===== config.mk =====
export PLATFORM = sky130hd
export DESIGN_NAME = vga_timing_receiver
export DESIGN_NICKNAME = d
export VERILOG_FILES = /design/src/rtl/vga_timing_receiver.sv
export SDC_FILE = /design/constraint.sdc
export NUM_CORES = 1
export LEC_CHECK = 0
export ABC_CLOCK_PERIOD_IN_PS = 7200
export CAP_MARGIN = 20
export CORE_AREA = 5 5 110 86
export CTS_BUF_LIST = sky130_fd_sc_hd__clkbuf_8 sky130_fd_sc_hd__clkbuf_16
export DETAILED_ROUTE_END_ITERATION = 12
export DIE_AREA = 0 0 115 91
export DONT_BUFFER_PORTS = 1
export PLACE_DENSITY = 0.77
export SYNTH_ARGS = -nofsm -noshare
export SYNTH_HDL_FRONTEND = slang
export SYNTH_SLANG_ARGS = --single-unit

===== constraint.sdc =====
create_clock -name clk_25 -period 7.2 [get_ports clk_25]
set_input_delay 1.08 -clock clk_25 [delete_from_list [all_inputs] [get_ports clk_25]]
set_output_delay 1.08 -clock clk_25 [all_outputs]
set_load 0.005 [all_outputs]

===== src/rtl/vga_timing_receiver.sv =====
// vga_timing_receiver
//   Sink-side checker for the 640x480@60 VGA timing generator. It recovers
//   pixel coordinates from the sync/blank stream and checks line, frame and
//   active-window geometry. It declares lock after LOCK_FRAMES consecutive
//   clean frames.
//
//   Ports
//     clk_25       pixel clock
//     rst          asynchronous reset, active-high
//     vga_hsync    horizontal sync, active-low
//     vga_vsync    vertical sync, active-low
//     sync_blank   1 = active video
//     clr_err      synchronous clear of err_flags (a same-cycle violation wins)
//     px_x, px_y   active pixel column/row, held when pixel_valid is low
//     pixel_valid  px_x/px_y qualify a visible pixel (only while locked)
//     line_start   pulse on pixel 0 of each active line
//     frame_start  pulse on pixel (0,0)
//     locked       timing verified
//     timing_err   one-cycle pulse per cycle with a detected violation
//     err_flags    sticky: [0] line length, [1] frame length,
//                          [2] active width, [3] active height
//
//   Interface semantics: there is no backpressure. pixel_valid is a pure
//   qualifier: a pixel is presented for exactly one clk_25 cycle when
//   pixel_valid is high, and px_x/px_y carry its coordinates in that cycle.
//
//   Pipeline: stage 1 registers the pins, edges compare stage 1 with its
//   previous value, stage 2 registers every output -> 2 clocks pin-to-output.
module vga_timing_receiver #(
  parameter int H_TOTAL     = 800,
  parameter int V_TOTAL     = 525,
  parameter int H_ACTIVE    = 640,
  parameter int V_ACTIVE    = 480,
  parameter int LOCK_FRAMES = 2
) (
  input  logic       clk_25,
  input  logic       rst,
  input  logic       vga_hsync,
  input  logic       vga_vsync,
  input  logic       sync_blank,
  input  logic       clr_err,
  output logic [9:0] px_x,
  output logic [9:0] px_y,
  output logic       pixel_valid,
  output logic       line_start,
  output logic       frame_start,
  output logic       locked,
  output logic       timing_err,
  output logic [3:0] err_flags
);

  localparam logic [1:0] ST_SEARCH  = 2'd0;
  localparam logic [1:0] ST_MEASURE = 2'd1;
  localparam logic [1:0] ST_LOCKED  = 2'd2;

  localparam logic [9:0] CNT_MAX = 10'h3ff;

  // Stage 1: input registers and their previous values (reset to idle levels).
  logic hs_q, vs_q, bl_q;
  logic hs_d, vs_d, bl_d;

  always_ff @(posedge clk_25 or posedge rst) begin
    if (rst) begin
      hs_q <= 1'b1;
      vs_q <= 1'b1;
      bl_q <= 1'b0;
      hs_d <= 1'b1;
      vs_d <= 1'b1;
      bl_d <= 1'b0;
    end else begin
      hs_q <= vga_hsync;
      vs_q <= vga_vsync;
      bl_q <= sync_blank;
      hs_d <= hs_q;
      vs_d <= vs_q;
      bl_d <= bl_q;
    end
  end

  logic hfall, vfall, blfall;
  assign hfall  = hs_d & ~hs_q;
  assign vfall  = vs_d & ~vs_q;
  assign blfall = bl_d & ~bl_q;

  // Geometry counters.
  logic [9:0] h_cnt, v_cnt, ax, ay;

  always_ff @(posedge clk_25 or posedge rst) begin
    if (rst) begin
      h_cnt <= '0;
      v_cnt <= '0;
      ax    <= '0;
      ay    <= '0;
    end else begin
      if (hfall)                  h_cnt <= '0;
      else if (h_cnt != CNT_MAX)  h_cnt <= h_cnt + 10'd1;

      if (vfall)                           v_cnt <= '0;
      else if (hfall && v_cnt != CNT_MAX)  v_cnt <= v_cnt + 10'd1;

      if (!bl_q)                 ax <= '0;
      else if (ax != CNT_MAX)    ax <= ax + 10'd1;

      if (vfall)                            ay <= '0;
      else if (blfall && ay != CNT_MAX)     ay <= ay + 10'd1;
    end
  end

  logic [1:0] state, state_nxt;
  logic [7:0] good_cnt, good_nxt;
  logic       viol_seen;

  // An hsync/blank edge coinciding with vfall belongs to the frame that is
  // ending, so it is folded into that frame's measurement before the clear.
  logic [10:0] h_meas, v_meas, a_meas;
  assign h_meas = {1'b0, h_cnt} + 11'd1;
  assign v_meas = {1'b0, v_cnt} + {10'd0, hfall};
  assign a_meas = {1'b0, ay} + {10'd0, blfall};

  logic       chk_en, sync_lost, any_viol;
  logic [3:0] viol;

  assign chk_en    = (state == ST_MEASURE) || (state == ST_LOCKED);
  // A saturated h_cnt means hsync has gone away; this is loss of signal,
  // not a geometry error, so it only forces a re-search.
  assign sync_lost = (h_cnt == CNT_MAX);

  assign viol[0] = chk_en & hfall  & (h_meas != 11'(H_TOTAL));
  assign viol[1] = chk_en & vfall  & (v_meas != 11'(V_TOTAL));
  assign viol[2] = chk_en & blfall & (ax != 10'(H_ACTIVE));
  assign viol[3] = chk_en & vfall  & (a_meas != 11'(V_ACTIVE));
  assign any_viol = |viol;

  always_comb begin
    state_nxt = state;
    good_nxt  = good_cnt;
    case (state)
      ST_SEARCH: begin
        if (vfall) begin
          state_nxt = ST_MEASURE;
          good_nxt  = '0;
        end
      end
      ST_MEASURE: begin
        if (vfall) begin
          if (viol_seen || any_viol) begin
            good_nxt = '0;
          end else begin
            good_nxt = good_cnt + 8'd1;
            if (good_cnt + 8'd1 >= 8'(LOCK_FRAMES)) state_nxt = ST_LOCKED;
          end
        end
      end
      ST_LOCKED: begin
        if (any_viol) begin
          state_nxt = ST_MEASURE;
          good_nxt  = '0;
        end
      end
      default: begin
        state_nxt = ST_SEARCH;
        good_nxt  = '0;
      end
    endcase
    if (sync_lost) begin
      state_nxt = ST_SEARCH;
      good_nxt  = '0;
    end
  end

  always_ff @(posedge clk_25 or posedge rst) begin
    if (rst) begin
      state     <= ST_SEARCH;
      good_cnt  <= '0;
      viol_seen <= 1'b0;
    end else begin
      state    <= state_nxt;
      good_cnt <= good_nxt;
      // Tracks violations within the current vfall-to-vfall window.
      if (vfall)          viol_seen <= 1'b0;
      else if (any_viol)  viol_seen <= 1'b1;
    end
  end

  // Stage 2: registered outputs.
  logic px_ok;
  assign px_ok = bl_q && (state == ST_LOCKED);

  always_ff @(posedge clk_25 or posedge rst) begin
    if (rst) begin
      px_x        <= '0;
      px_y        <= '0;
      pixel_valid <= 1'b0;
      line_start  <= 1'b0;
      frame_start <= 1'b0;
      locked      <= 1'b0;
      timing_err  <= 1'b0;
      err_flags   <= '0;
    end else begin
      pixel_valid <= px_ok;
      if (px_ok) begin
        px_x <= ax;
        px_y <= ay;
      end
      line_start  <= px_ok && (ax == 10'd0);
      frame_start <= px_ok && (ax == 10'd0) && (ay == 10'd0);
      locked      <= (state_nxt == ST_LOCKED);
      timing_err  <= any_viol;
      err_flags   <= (clr_err ? 4'b0000 : err_flags) | viol;
    end
  end

endmodule


==> results of run 1 <==
[worst reg2reg max path, delay by kind of cell, from the launching register on]
kind	cells	cell delay (ns)
fa+ha+maj	1	0.30
flops	1	0.52
compound gates	3	0.64
simple gates	4	1.65
[sequential cells by signal, indices dropped and copies added, names as in the netlist]
signal       flops
good_cnt         8
px_x            10
bl_d             1
px_y            10
vs_d             1
locked           1
h_cnt           10
pixel_valid      1
line_start       1
err_flags        4
v_cnt           10
timing_err       1
ay              10
ax              10
bl_q             1
viol_seen        1
hs_q             1
frame_start      1
state            2
vs_q             1
hs_d             1
[per-layer routing]
layer | vias to the layer above | GRT usage | wire, um
met5 | - | 0 | 0
met4 | 0 | 0.0655 | 125
met3 | 11 | 0.0571 | 443
met2 | 56 | 0.260 | 3960
met1 | 1527 | 0.258 | 4230
li1 | 1569 | - | -
[worst paths after layout]
check,to,slack [ns],depth (start not counted),startpoint
max,locked,3.99,8,bl_q
max reg2reg,locked,3.99,8,bl_q
min reg2reg,hs_d,0.37,0,hs_q
min,hs_d,0.37,0,hs_q
max in group asynchronous,hs_q,6.00,3,rst
min in group asynchronous,bl_q,0.57,2,rst
[final cells by class]
cell class                      count  area, um^2
Clock buffer                        9         124
Tap cell                          108         135
Multi-Input combinational cell    319        2160
Inverter                           19        72.6
Clock inverter                      7        82.6
Timing Repair Buffer                5        55.1
Sequential cell                    86        2160
Fill cell                         698        3480
[cells by family after synthesis]
family / count (synthesis) / synth area share
flip-flops: 86 / 0.484
multiplexers: 19 / 0.0474
AO/OA/AOI/OAI: 66 / 0.108
AND/OR/NAND/NOR: 185 / 0.219
XOR/XNOR: 32 / 0.0629
buffers and inverters: 36 / 0.0312
adder cells (fa/ha/maj): 17 / 0.0477
[power breakdown]
group          internal [W]  switching (W)
sequential         0.000524      0.0000507
clock              0.000165       0.000185
combinational     0.0000695      0.0000997
[metrics by stage]
| step | utilization | total power (W) |
|---|---|---|
| after global routing | 0.579 | 0.00116 |
| after global placement | 0.549 | 0.000743 |
| after floorplan | - | 0.000705 |
| after CTS | 0.574 | 0.00110 |
| after detailed placement | 0.549 | 0.000750 |
| final | 0.579 | 0.00109 |
[cells in the final DEF (no fill, tap or decap), types with 5 or more instances in the layout]
| master | Yosys | layout |
|---|---|---|
| a21o_1 | 5 | 5 |
| a21oi_1 | 16 | 16 |
| a31oi_1 | 5 | 5 |
| and2_1 | 12 | 12 |
| and3_1 | 12 | 12 |
| clkbuf_8 | 0 | 9 |
| dfrtp_1 | 82 | 82 |
| ha_1 | 17 | 17 |
| inv_1 | 19 | 18 |
| mux2_2 | 17 | 17 |
| nand2_1 | 30 | 30 |
| nand3_1 | 23 | 23 |
| nand4_1 | 13 | 13 |
| nor2_1 | 45 | 45 |
| nor2b_1 | 7 | 6 |
| nor3_1 | 13 | 13 |
| nor4_1 | 7 | 7 |
| o211a_1 | 5 | 5 |
| o21ai_0 | 10 | 10 |
| xnor2_1 | 18 | 18 |
| xor2_1 | 14 | 14 |
==> results.py, run 1 <==
metrics = {
    "finish": {
        "drive_gt1_frac": 0.117,
        "syn_to_final_growth_pct": 7.47,
        "layoutNonFillerInstCount": 553,
        "finalInstanceArea_mm2": 0.00479,
        "n_antenna_cell": 0,
        "nets": 463,
    },
    "global_routing": {
        "grt_max_degree": 87,
        "overflow": 0,
        "grtUsageTotal": 0.181,
        "grt_pass1_vias": 3107,
        "antenna_found_initial": 0,
        "grt_pass1_wl_mm": 15.2,
    },
    "yosys": {
        "yosys_warnings": 0,
        "synth.most_common_cell": "dfrtp_1",
        "synth_top_area_cell": "dfrtp_1",
        "synth_enable_flop_cells": 0,
        "ys_seq_area_frac": 0.484,
        "netlist_area_mm2": 0.00446,
        "synth-seq-cells": 86,
        "synth_flop_cell": "dfrtp_1",
        "syn-num-nets": 464,
        "avgSynthCellArea_um2": 10.1,
        "netlist-cell-type-count": 58,
        "synth.area.top_cells": "dfrtp_1, ha_1, mux2_2",
        "synth_top_area_share": 0.460,
        "syn_inst": 441,
        "synthArstFlopShare": 1.00,
        "synth_common_cells": "dfrtp_1, nor2_1, nand2_1",
    },
    "clock_tree": {
        "cts_sinks": 86,
        "cts.clk_slew.worst_paths_ns": 0.09,
        "cts_buffer_depth": 2,
        "clkLatencyLatePin_ns": 0.37,
        "cts_hold_buf": 0,
        "cts_buffers": 9,
        "post_cts_buffers": 0,
        "cts_tree": "done",
        "htree_num_levels": 3,
        "cts_resized": 0,
        "clockRootBuffer": "clkbuf_8",
    },
    "sta": {
        "rsz0062_at_grt": "no",
        "hold_viol_final": 0,
        "worst-slew-pin-transition_ns": 0.985,
        "fmax_mhz": 311,
        "fin_skew_ns": 0.00927,
        "timing.final.crit_share": 0.446,
        "fin_tns_setup_ns": 0,
        "layout_setup_ws_ns": 3.99,
        "hold_slack_ns": 0.370,
        "finalSetupViolations": 0,
        "slew_headroom": 0.342,
        "finalCriticalPeriod_ns": 3.21,
        "slew_violations": 0,
    },
    "setup_path": {
        "critical-path-max-stage-delay_ns": 0.64,
        "cp-end-kind": "register",
        "arrival_ns": 3.49,
        "cp_max_fo": 13,
        "path_buf_inv": 0,
        "required_ns": 7.48,
        "slowest_stage": "nor3b_2",
        "critical_path_class": "register to register",
        "worst_setup_path_start_kind": "register",
        "cpLargestDelayFamily": "simple AND/OR/NAND/NOR gates",
        "cp_cell_sequence": "nor2b_1, ha_1, nor3b_1, o221ai_2, a32oi_2, nor3b_2, or3b_1, a211oi_2",
    },
    "floorplan": {
        "dieArea_mm2": 0.0105,
        "rows": 29,
        "die_w_um": 115,
        "core_mm2": 0.00827,
        "die_h_um": 91,
        "start_util": 0.539,
        "ios": 35,
    },
    "drt": {
        "wl_per_cell_um": 15.8,
        "drc": 0,
        "ant_nets": 0,
        "vias": 3163,
        "drt_wl_total_mm": 8.75,
        "avgViaCountPerCell": 5.72,
        "drt_iter0_markers": 214,
        "dr.pass1.iters": 5,
    },
    "power_and_ir_drop": {
        "p_per_area_mw_per_mm2": 228,
        "p_leak_nw": 2.28,
        "vdd_drop_max_uv": 139,
    },
    "outcome": {
        "status": "finished clean",
    },
    "placed_design": {
        "dpl_cell_area_mm2": 0.00454,
        "dp_cells": 534,
        "place_ws_ns": 3.58,
        "dp_hpwl_mm": 5.97,
        "io_buffers": 0,
        "gp_routability_congestion": 0.828,
    },
    "run": {
        "maxCapViolCount": 0,
    },
    "min_path": {
        "hp-class": "register to register",
    },
}
Power figures use the tool's default switching activity.
==> run 2: changes to the inputs <==
Settings changed: ABC_CLOCK_PERIOD_IN_PS 7200 to 3250.
Clock period 7.2 ns to 3.25 ns, I/O delays scaled along.
==> run 2 against run 1 <==
Against the previous run: via count is 4.6% higher; register-to-register slack worse by 3.3 ns; total power is 130% higher; final cell count is 0.90% higher; cell area is 1.0% higher; clock power is 130% higher; sequential share of layout area is 0.45 points lower.
==> results.py, run 2 (synthesis gave the netlist of run 1 again) <==
metrics = {
    "finish": {
        "n_antenna_cell": 0,
        "nets": 468,
        "n_fill_cell": 688,
        "final_common_cell": "dfrtp_1",
        "layout_common_cells": "dfrtp_1, nor2_1, nand2_1, nand3_1",
        "drive_gt1_frac": 0.124,
        "syn_to_final_growth_pct": 8.56,
        "layoutNonFillerInstCount": 558,
    },
    "sta": {
        "slew_headroom": 0.691,
        "hold_viol_final": 0,
        "worst-slew-pin-transition_ns": 0.462,
        "fin_tns_setup_ns": 0,
        "rsz0062_at_grt": "no",
        "finalSetupViolations": 0,
        "fin_skew_ns": 0.00990,
        "fmax_mhz": 383,
        "timing.final.crit_share": 0.803,
        "slew_violations": 0,
        "finalCriticalPeriod_ns": 2.61,
    },
    "power_and_ir_drop": {
        "p_leak_nw": 2.31,
        "vdd_drop_max_uv": 225,
        "p_per_area_mw_per_mm2": 511,
    },
    "clock_tree": {
        "cts_buffers": 9,
        "post_cts_buffers": 0,
        "htree_num_levels": 3,
        "clockRootBuffer": "clkbuf_8",
        "cts.clk_slew.worst_paths_ns": 0.09,
        "cts_tree": "done",
        "clkLatencyLatePin_ns": 0.36,
        "cts_resized": 0,
        "cts_sinks": 86,
        "cts_buffer_depth": 2,
    },
    "floorplan": {
        "start_util": 0.539,
        "rows": 29,
        "die_w_um": 115,
        "core_mm2": 0.00827,
        "ios": 35,
        "die_h_um": 91,
        "dieArea_mm2": 0.0105,
    },
    "placed_design": {
        "dp_hpwl_mm": 6.43,
        "gp_routability_congestion": 0.848,
        "io_buffers": 0,
        "dp_cells": 540,
    },
    "drt": {
        "wl_per_cell_um": 16.2,
        "drc": 0,
        "drt_iter0_markers": 300,
        "dr.pass1.iters": 4,
        "ant_nets": 0,
        "vias": 3308,
        "avgViaCountPerCell": 5.93,
        "drt_wl_total_mm": 9.05,
    },
    "min_path": {
        "whs_path_depth": 0,
        "hp-class": "input port to register",
    },
    "setup_path": {
        "reg2reg_depth": 10,
        "worst_setup_path_start_kind": "register",
        "arrival_ns": 2.87,
        "cp-end-kind": "register",
        "ff2ff_setup_slack_ns": 0.64,
        "critical_path_class": "register to register",
        "cp_max_fo": 8,
        "required_ns": 3.51,
    },
    "global_routing": {
        "grt_use_met2": 0.277,
        "met3_usage": 0.0492,
        "grt_pass1_vias": 3217,
        "overflow": 0,
        "grt_use_met1": 0.269,
        "busiest_layer": "met2",
        "grt_pass1_wl_mm": 15.9,
        "grtUsageTotal": 0.186,
        "antenna_found_initial": 0,
        "grt_max_degree": 60,
    },
    "outcome": {
        "status": "finished clean",
    },
    "run": {
        "maxCapViolCount": 0,
    },
}
==> run 2: final cells by class <==
class                      count  area [um^2]  share of cell area
tap                          108          135              0.0279
clock buffer                   9          124              0.0256
multi-input combinational    319         2160               0.447
timing repair buffer          10         97.6              0.0202
clock inverter                 7         88.8              0.0184
inverter                      19         72.6              0.0150
sequential                    86         2160               0.446
==> run 2: where the power goes <==
part           switching [W]  internal [W]  leakage (nW)  total, W
logic               0.000235      0.000166          1.04  0.000401
registers           0.000113       0.00116          1.16   0.00127
clock network       0.000424      0.000375         0.106  0.000799
total               0.000772       0.00170          2.31   0.00247
==> run 2: per-layer routing <==
layer / vias to the layer above / part of all wire / wire (um)
li1: 1574 / - / -
met1: 1650 / 0.48 / 4370
met2: 76 / 0.46 / 4160
met3: 8 / 0.046 / 419
met4: 0 / 0.011 / 104
met5: - / 0 / 0
==> run 2: worst paths after layout <==
kind	startpoint	endpoint
worst max-delay path	hs_d	good_cnt[2]
worst min-delay path	vga_hsync	hs_q
worst max register to register	hs_d	good_cnt[2]
worst min register to register	hs_q	hs_d
max in group asynchronous	rst	hs_d
min in group asynchronous	rst	px_x[8]
==> run 2: what timing repair did <==
item                                    4_1_cts  5_1_grt
hold buffers                                  0        1
endpoints found under the setup margin        0        0
hold endpoints to repair                      0        7
==> run 2: critical path: stages (launching register included) <==
cell	delay, ns
dfstp_2	0.52
nor2b_1	0.16
ha_1	0.21
ha_1	0.20
xnor2_1	0.08
a31oi_1	0.19
nor2_1	0.06
a31oi_1	0.30
nor2_1	0.12
a41o_1	0.35
a211o_1	0.32
==> run 2: per-stage QoR <==
step,cell area [um^2],utilization,setup slack [ns],hold WS (ns),power (W)
2_1_floorplan,4460,-,0.444,0.354,0.00156
3_3_place_gp,4590,0.555,0.758,0.357,0.00166
3_5_place_dp,4590,0.555,0.650,0.365,0.00169
4_1_cts,4800,0.580,0.627,0.0924,0.00249
5_1_grt,4840,0.585,0.399,0.0797,0.00261
6_report,4840,0.585,0.640,0.112,0.00247
